[src/rtl/dmi_responder.sv]
// dmi_responder: debug-module-side DMI target. It accepts one request at a
// time, waits a programmable number of cycles, then answers from a small
// local register space holding scratch/data registers and a write counter.
module dmi_responder #(
  parameter int NumRegs     = 4,
  parameter int RespLatency = 2
) (
  input  logic                    clk_i,
  input  logic                    rst_i,
  input  logic [40:0]             dmi_req_i,
  input  logic                    dmi_req_valid_i,
  output logic                    dmi_req_ready_o,
  output logic [33:0]             dmi_resp_o,
  output logic                    dmi_resp_valid_o,
  input  logic                    dmi_resp_ready_i,
  output logic [32*NumRegs-1:0]   regs_o,
  output logic [31:0]             wr_count_o
);

  localparam logic [1:0] OP_NOP      = 2'd0;
  localparam logic [1:0] OP_READ     = 2'd1;
  localparam logic [1:0] OP_WRITE    = 2'd2;
  localparam logic [1:0] RESP_OK     = 2'd0;
  localparam logic [1:0] RESP_FAILED = 2'd2;
  localparam logic [6:0] REG_BASE    = 7'h04;
  localparam logic [6:0] WRCOUNT_ADR = 7'h11;
  localparam logic [6:0] NUM_REGS_A  = 7'(NumRegs);
  localparam logic [3:0] LATENCY     = 4'(RespLatency);

  typedef enum logic [1:0] {IDLE, WAIT, RESP} state_t;

  state_t        state_q, state_d;
  logic [6:0]    addr_q;
  logic [1:0]    op_q;
  logic [31:0]   data_q;
  logic [3:0]    cnt_q;
  logic [31:0]   regs_q [NumRegs];
  logic [31:0]   wr_count_q;
  logic [33:0]   resp_q;

  logic          accept;
  logic          exec;
  logic [6:0]    reg_off;
  logic          reg_hit;
  logic [31:0]   rd_data;
  logic [NumRegs-1:0] reg_we;
  logic          wr_inc;
  logic [1:0]    exec_resp;
  logic [31:0]   exec_data;

  assign accept = dmi_req_valid_i & dmi_req_ready_o;
  // The op executes on the edge that leaves WAIT.
  assign exec   = (state_q == WAIT) && (cnt_q == 4'd0);

  // State register.
  always_ff @(posedge clk_i or posedge rst_i) begin
    if (rst_i) state_q <= IDLE;
    else       state_q <= state_d;
  end

  // Next state and handshake outputs; ready is held low while reset is asserted.
  always_comb begin
    state_d          = state_q;
    dmi_req_ready_o  = 1'b0;
    dmi_resp_valid_o = 1'b0;
    unique case (state_q)
      IDLE: begin
        dmi_req_ready_o = ~rst_i;
        if (dmi_req_valid_i && !rst_i) state_d = WAIT;
      end
      WAIT: begin
        if (cnt_q == 4'd0) state_d = RESP;
      end
      RESP: begin
        dmi_resp_valid_o = 1'b1;
        if (dmi_resp_ready_i) state_d = IDLE;
      end
      default: state_d = IDLE;
    endcase
  end

  // Address decode and op execution result for the latched request.
  always_comb begin
    reg_off   = addr_q - REG_BASE;
    reg_hit   = (addr_q >= REG_BASE) && (reg_off < NUM_REGS_A);
    rd_data   = '0;
    reg_we    = '0;
    wr_inc    = 1'b0;
    exec_resp = RESP_OK;
    exec_data = '0;
    for (int i = 0; i < NumRegs; i++) begin
      if (reg_off == 7'(i)) rd_data = regs_q[i];
    end
    case (op_q)
      OP_NOP: begin
        exec_resp = RESP_OK;
      end
      OP_READ: begin
        if (reg_hit)                    exec_data = rd_data;
        else if (addr_q == WRCOUNT_ADR) exec_data = wr_count_q;
        else                            exec_resp = RESP_FAILED;
      end
      OP_WRITE: begin
        if (reg_hit) begin
          wr_inc = 1'b1;
          for (int i = 0; i < NumRegs; i++) begin
            if (reg_off == 7'(i)) reg_we[i] = 1'b1;
          end
        end else begin
          exec_resp = RESP_FAILED;
        end
      end
      default: exec_resp = RESP_FAILED;
    endcase
  end

  // Request latch and wait counter; request inputs are only sampled on accept.
  always_ff @(posedge clk_i or posedge rst_i) begin
    if (rst_i) begin
      addr_q <= '0;
      op_q   <= '0;
      data_q <= '0;
      cnt_q  <= '0;
    end else if (accept) begin
      addr_q <= dmi_req_i[40:34];
      op_q   <= dmi_req_i[33:32];
      data_q <= dmi_req_i[31:0];
      cnt_q  <= LATENCY;
    end else if (state_q == WAIT && cnt_q != 4'd0) begin
      cnt_q  <= cnt_q - 4'd1;
    end
  end

  // Register file, write counter and response register, all updated on exec.
  always_ff @(posedge clk_i or posedge rst_i) begin
    if (rst_i) begin
      for (int i = 0; i < NumRegs; i++) regs_q[i] <= '0;
      wr_count_q <= '0;
      resp_q     <= '0;
    end else if (exec) begin
      resp_q <= {exec_data, exec_resp};
      for (int i = 0; i < NumRegs; i++) begin
        if (reg_we[i]) regs_q[i] <= data_q;
      end
      if (wr_inc) wr_count_q <= wr_count_q + 32'd1;
    end
  end

  assign dmi_resp_o = resp_q;
  assign wr_count_o = wr_count_q;

  for (genvar g = 0; g < NumRegs; g++) begin : g_regs
    assign regs_o[32*g +: 32] = regs_q[g];
  end

endmodule
[config.mk]
export PLATFORM = sky130hd
export DESIGN_NAME = dmi_responder
export DESIGN_NICKNAME = d
export VERILOG_FILES = /design/src/rtl/dmi_responder.sv
export SDC_FILE = /design/constraint.sdc
export NUM_CORES = 1
export LEC_CHECK = 0
export ABC_AREA = 0
export CAP_MARGIN = 20
export CORE_MARGIN = 2
export CORE_UTILIZATION = 49
export CTS_CLUSTER_SIZE = 8
export DETAILED_ROUTE_END_ITERATION = 8
export GPL_TIMING_DRIVEN = 0
export PLACE_DENSITY = 0.76
export RECOVER_POWER = 25
export SLEW_MARGIN = 20
export SYNTH_ARGS = -nofsm -noshare
export SYNTH_HDL_FRONTEND = slang
export SYNTH_SLANG_ARGS = --single-unit
[constraint.sdc]
create_clock -name clk_i -period 9.6 [get_ports clk_i]
set_input_delay 1.92 -clock clk_i [delete_from_list [all_inputs] [get_ports clk_i]]
set_output_delay 1.92 -clock clk_i [all_outputs]
set_load 0.01 [all_outputs]
Yosys cells after proc, flatten, opt, wreduce, memory -nomap -nowiden --
Index checks and enable logic that the tools add are counted.
Storage, ports and cells: register bits 241, output and inout port bits 196, logic and storage cells 73, bits of input ports 45
Operators by class: multiplexer cells 27, eq/ne operators 11, magnitude comparators 2, reductions and logical operators 17, add/subtract/negate cells 3, bitwise gates (word level) 2
Operators with widths (count):
- $mux 32 | 7
- $add 32x1->32 const B | 1
- $mux 4 | 4
- $eq 7x2->1 const B | 2
- $mux 2 | 6
- $pmux 2 s3 | 2
- $reduce_and 2->1 | 5
- $mux 1 | 8
- $eq 7x1->1 const B | 1
- $eq 7x5->1 const B | 1
- $ge 7x3->1 const B | 1
- $logic_not 7->1 | 1
- $lt 7x3->1 const B | 1
- $sub 7x3->7 const B | 1
- $eq 2x1->1 const B | 2
- $eq 2x2->1 const B | 2
- $logic_and 1x1->1 | 4
- $logic_not 2->1 | 2
- $logic_not 4->1 | 1
- $ne 2x2->1 const B | 2
- $reduce_bool 4->1 | 1
- $sub 4x1->4 const B | 1
- $reduce_and 3->1 | 1
- $ne 2x1->1 const B | 1
- 4 further kinds | 4

Depth between registers and ports, before layout --
depth in word-level cells 8, mapped depth 11, depth with buffers taken out 7

Worst setup path after synthesis --
Ideal clock, no wire load.
path kind input to output, start in rst_i, end out dmi_req_ready_o, path slack 5.423 ns, data arrival time 2.257 ns, cell stages on the path 1, path buffers 0, path through nor3_1
On the way: cells in the longest elaborated chain, start to end 2
Ends and longest elaborated chain:
- start, declared | RTL line 9 | input logic rst_i,
- $not 1->1 | RTL line 68 | dmi_req_ready_o = ~rst_i;
- $mux 1 | RTL line 66 | unique case (state_q)
- end, declared | RTL line 12 | output logic dmi_req_ready_o,
No other way between the ends.

Worst setup path in the final report --
Ends and elaborated chain as after synthesis.

==> results.toml <==
[outcome]
status = "complete, but fails checks"
violations = "capacitance limit, slew limit"

[synth]
avgSynthCellArea_um2 = 11.5
synth_top_flop_cell = "dfrtp_1"
synth-simple-area-share_pct = 14.7
synth_compound_area_share_pct = 7.45
synth_top_family_by_area = "multiplexers"
synth.distinct_cells = 57
synth.area.mux_share_pct = 15.2
syn-num-nets = 990
syn_inst = 939
async_flop_share_pct = 100
synth_xor_area_share_pct = 2.77
syn-cell-area_mm2 = 0.0108
synth_edf_count = 0
synth_fa_ha_area_share_pct = 0.698
synth_seq_area_share_pct = 55.8
synth_warnings = 0
ys_seq_elements = 240

[grt]
grt_max_degree = 106
grt_overflow = 0
grt_pass1_wl_mm = 49.5
grt_pass1_vias = 8402
antenna_found_initial = 2
track_usage_pct = 27.3

[sta]
timing.fmax_ghz = 0.175
fin_ws_ps = 3890
fin_skew_ps = 18.9
grt_setup_unrepaired = "no"
period_share_pct = 59.5
finalHoldViolations = 0
worst_slew_pin_slew_ps = 4700
finalMaxSlewViolations = 115
holdWs_ps = 506
slew-limit-headroom_pct = -215
setup_violations = 0
setup_tns_ps = 0
finalCriticalPeriod_ps = 5710

[cts]
cts_buffers = 35
post-cts-setup-buffers = 0
clk_pin_slew_ps = 50
cts_resized = 0
cts-root-buf = "clkbuf_16"
clk_latency_ps = 500
cts_buffer_depth = 3
h-tree-depth = 2
cts_tree = "built"
hold_buffers = 0
cts_sinks = 240

[power_and_ir_drop]
p_leak_uw = 0.00660
power_uw = 3020
pwr-share-seq_pct = 42.4
p_int_uw = 2050
ir_worst_vdd_mv = 0.136
pwr-share-comb_pct = 21.9
switching_power_uw = 966
cellPowerDensity_mw_per_mm2 = 210
p_sw_share_pct = 32.0
clkPwrFrac_pct = 35.6

[final_layout]
layout_common_cells = "dfrtp_1 (240), clkdlybuf4s50_1 (238), nand2_1 (141)"
drive_gt1_share_pct = 17.1
nets = 1268
synthToLayoutAreaGrowth_pct = 33.8
layout_commonest_cell = "dfrtp_1"
fillers = 1670

[drt]
wl_per_cell_um = 21.4
drc = 0
firstDrtPassIters = 5
via_count = 8517
wl_mm = 32.0
drt_iter0_drc = 637
antenna_left = 0
viasPerCell = 5.68

[floorplanning]
die_x_um = 152
die_h_um = 152
die_area_mm2 = 0.0232
core_area_mm2 = 0.0217
floorplan.initialDensity_pct = 49.6
num_rows = 54
top_level_ports = 241

[worst_setup_path]
startpoint_type = "input port"
path_max_fanout = 3
crit_type = "input port to output port"
r2r_slack_ps = 5720
arrival_ps = 3790
r2r_end = "regs_o[6]$_DFFE_PP0P_"
worstReg2RegStart = "addr_q[2]$_DFFE_PP0P_"
end_kind = "output port"
worstPathRequired_ps = 7680
worst_r2r_path_depth = 9

[job]
maxCapViolations = 2

[place]
dpl_worst_slack_ps = 3970
portBuffers = 239
gp_congestion = 0.875
hpwl_mm = 22.8

[hold_path]
hold_path_class = "register to register"
min_path_cells = 1
holdPathEnd = "regs_o[73]$_DFFE_PP0P_"
hold_start = "regs_o[73]$_DFFE_PP0P_"
cell families (layout without fill, tap and decap cells):
group	count (synthesis)	count (layout)
buffers and inverters	71	349
DFF	240	240
adders and majority gates	6	6
and+or+nand+nor	336	336
muxes	145	145
other	1	3
xor gates and xnor gates	34	34
AOI/OAI and AO/OA	106	106
metrics by stage:
step / utilization (%) / instances / area (um^2)
after detailed placement: 62.5 / 1460 / 13600
final: 66.4 / 1499 / 14400
after CTS: 66.8 / 1497 / 14500
after global routing: 66.4 / 1499 / 14400
after floorplan: - / 939 / 10800
after global placement: 62.3 / 1458 / 13500
power by group through the flow:
stage	sequential [uW]	clock, uW	combinational, uW
after floorplan	1250	0	436
after global placement	1280	0	650
after detailed placement	1290	0	671
after CTS	1280	1090	677
after global routing	1300	1140	733
final	1280	1080	663
cell type report:
type / instances / area, um^2 / area share (%)
antenna: 2 / 5.00 / 0.0348
buffer: 59 / 303 / 2.10
clock buffer: 37 / 926 / 6.43
inverter: 12 / 46.3 / 0.322
multi-input combinational: 628 / 4310 / 30.0
sequential: 240 / 6010 / 41.7
tap: 280 / 350 / 2.43
timing repair buffer: 241 / 2450 / 17.0
per-layer routing:
metal / global-route usage [%] / part of all wire, % / routed length [um]
met1: 39.7 / 44 / 14100
met2: 41.6 / 46 / 14600
met3: 5.75 / 7.0 / 2250
met4: 8.32 / 3.2 / 1040
met5: 0 / 0 / 0
how the worst max path moves through the flow:
stage | start | endpoint | cells past startpoint
floorplan | rst_i | addr_q[0]$_DFFE_PP0P_ | 1
global placement | rst_i | data_q[16]$_DFFE_PP0P_ | 2
detailed placement | rst_i | dmi_req_ready_o | 3
CTS | rst_i | dmi_req_ready_o | 3
global route | rst_i | data_q[1]$_DFFE_PP0P_ | 2
finish | rst_i | dmi_req_ready_o | 3
Yosys cell counts (2+ instances only):
| library cell | n | share of area, % |
|---|---|---|
| dfrtp_1 | 240 | 56 |
| nand2_1 | 141 | 4.9 |
| mux2_2 | 140 | 15 |
| nor2_1 | 90 | 3.1 |
| clkbuf_1 | 33 | 1.2 |
| xnor2_1 | 24 | 2.0 |
| nor3_1 | 21 | 0.98 |
| o22ai_1 | 17 | 0.99 |
| a221o_1 | 16 | 1.5 |
| or3_1 | 16 | 0.93 |
| a21oi_1 | 15 | 0.70 |
| a221oi_1 | 15 | 1.2 |
| a31oi_1 | 15 | 0.87 |
| nand3_1 | 15 | 0.70 |
| o32ai_1 | 15 | 1.2 |
| inv_1 | 11 | 0.38 |
| xor2_1 | 10 | 0.81 |
| buf_2 | 8 | 0.37 |
| buf_4 | 8 | 0.56 |
| buf_6 | 8 | 0.84 |
| nand4_1 | 8 | 0.47 |
| and2_1 | 6 | 0.35 |
| ha_1 | 6 | 0.70 |
| nand2b_1 | 6 | 0.35 |
| o21ai_0 | 6 | 0.28 |
| nor4_1 | 5 | 0.29 |
| and3_1 | 4 | 0.23 |
| mux2_1 | 4 | 0.42 |
| nor2b_1 | 3 | 0.17 |
| and4_1 | 2 | 0.16 |
| and4bb_2 | 2 | 0.23 |
| buf_1 | 2 | 0.070 |
| nor4_4 | 2 | 0.40 |
| or2_2 | 2 | 0.12 |
state kept, by name, indices dropped and copies added (netlist names):
name and cells:
addr_q 7, cnt_q 4, data_q 32, dmi_resp_o 33, op_q 2, regs_o 128, state_q 2, wr_count_o 32
worst max-delay path, cell delays in order:
cell             delay, ps
dlygate4sd3_1          570
nor3_1                 630
clkdlybuf4s50_1        670
Power figures use the tool's default switching activity.
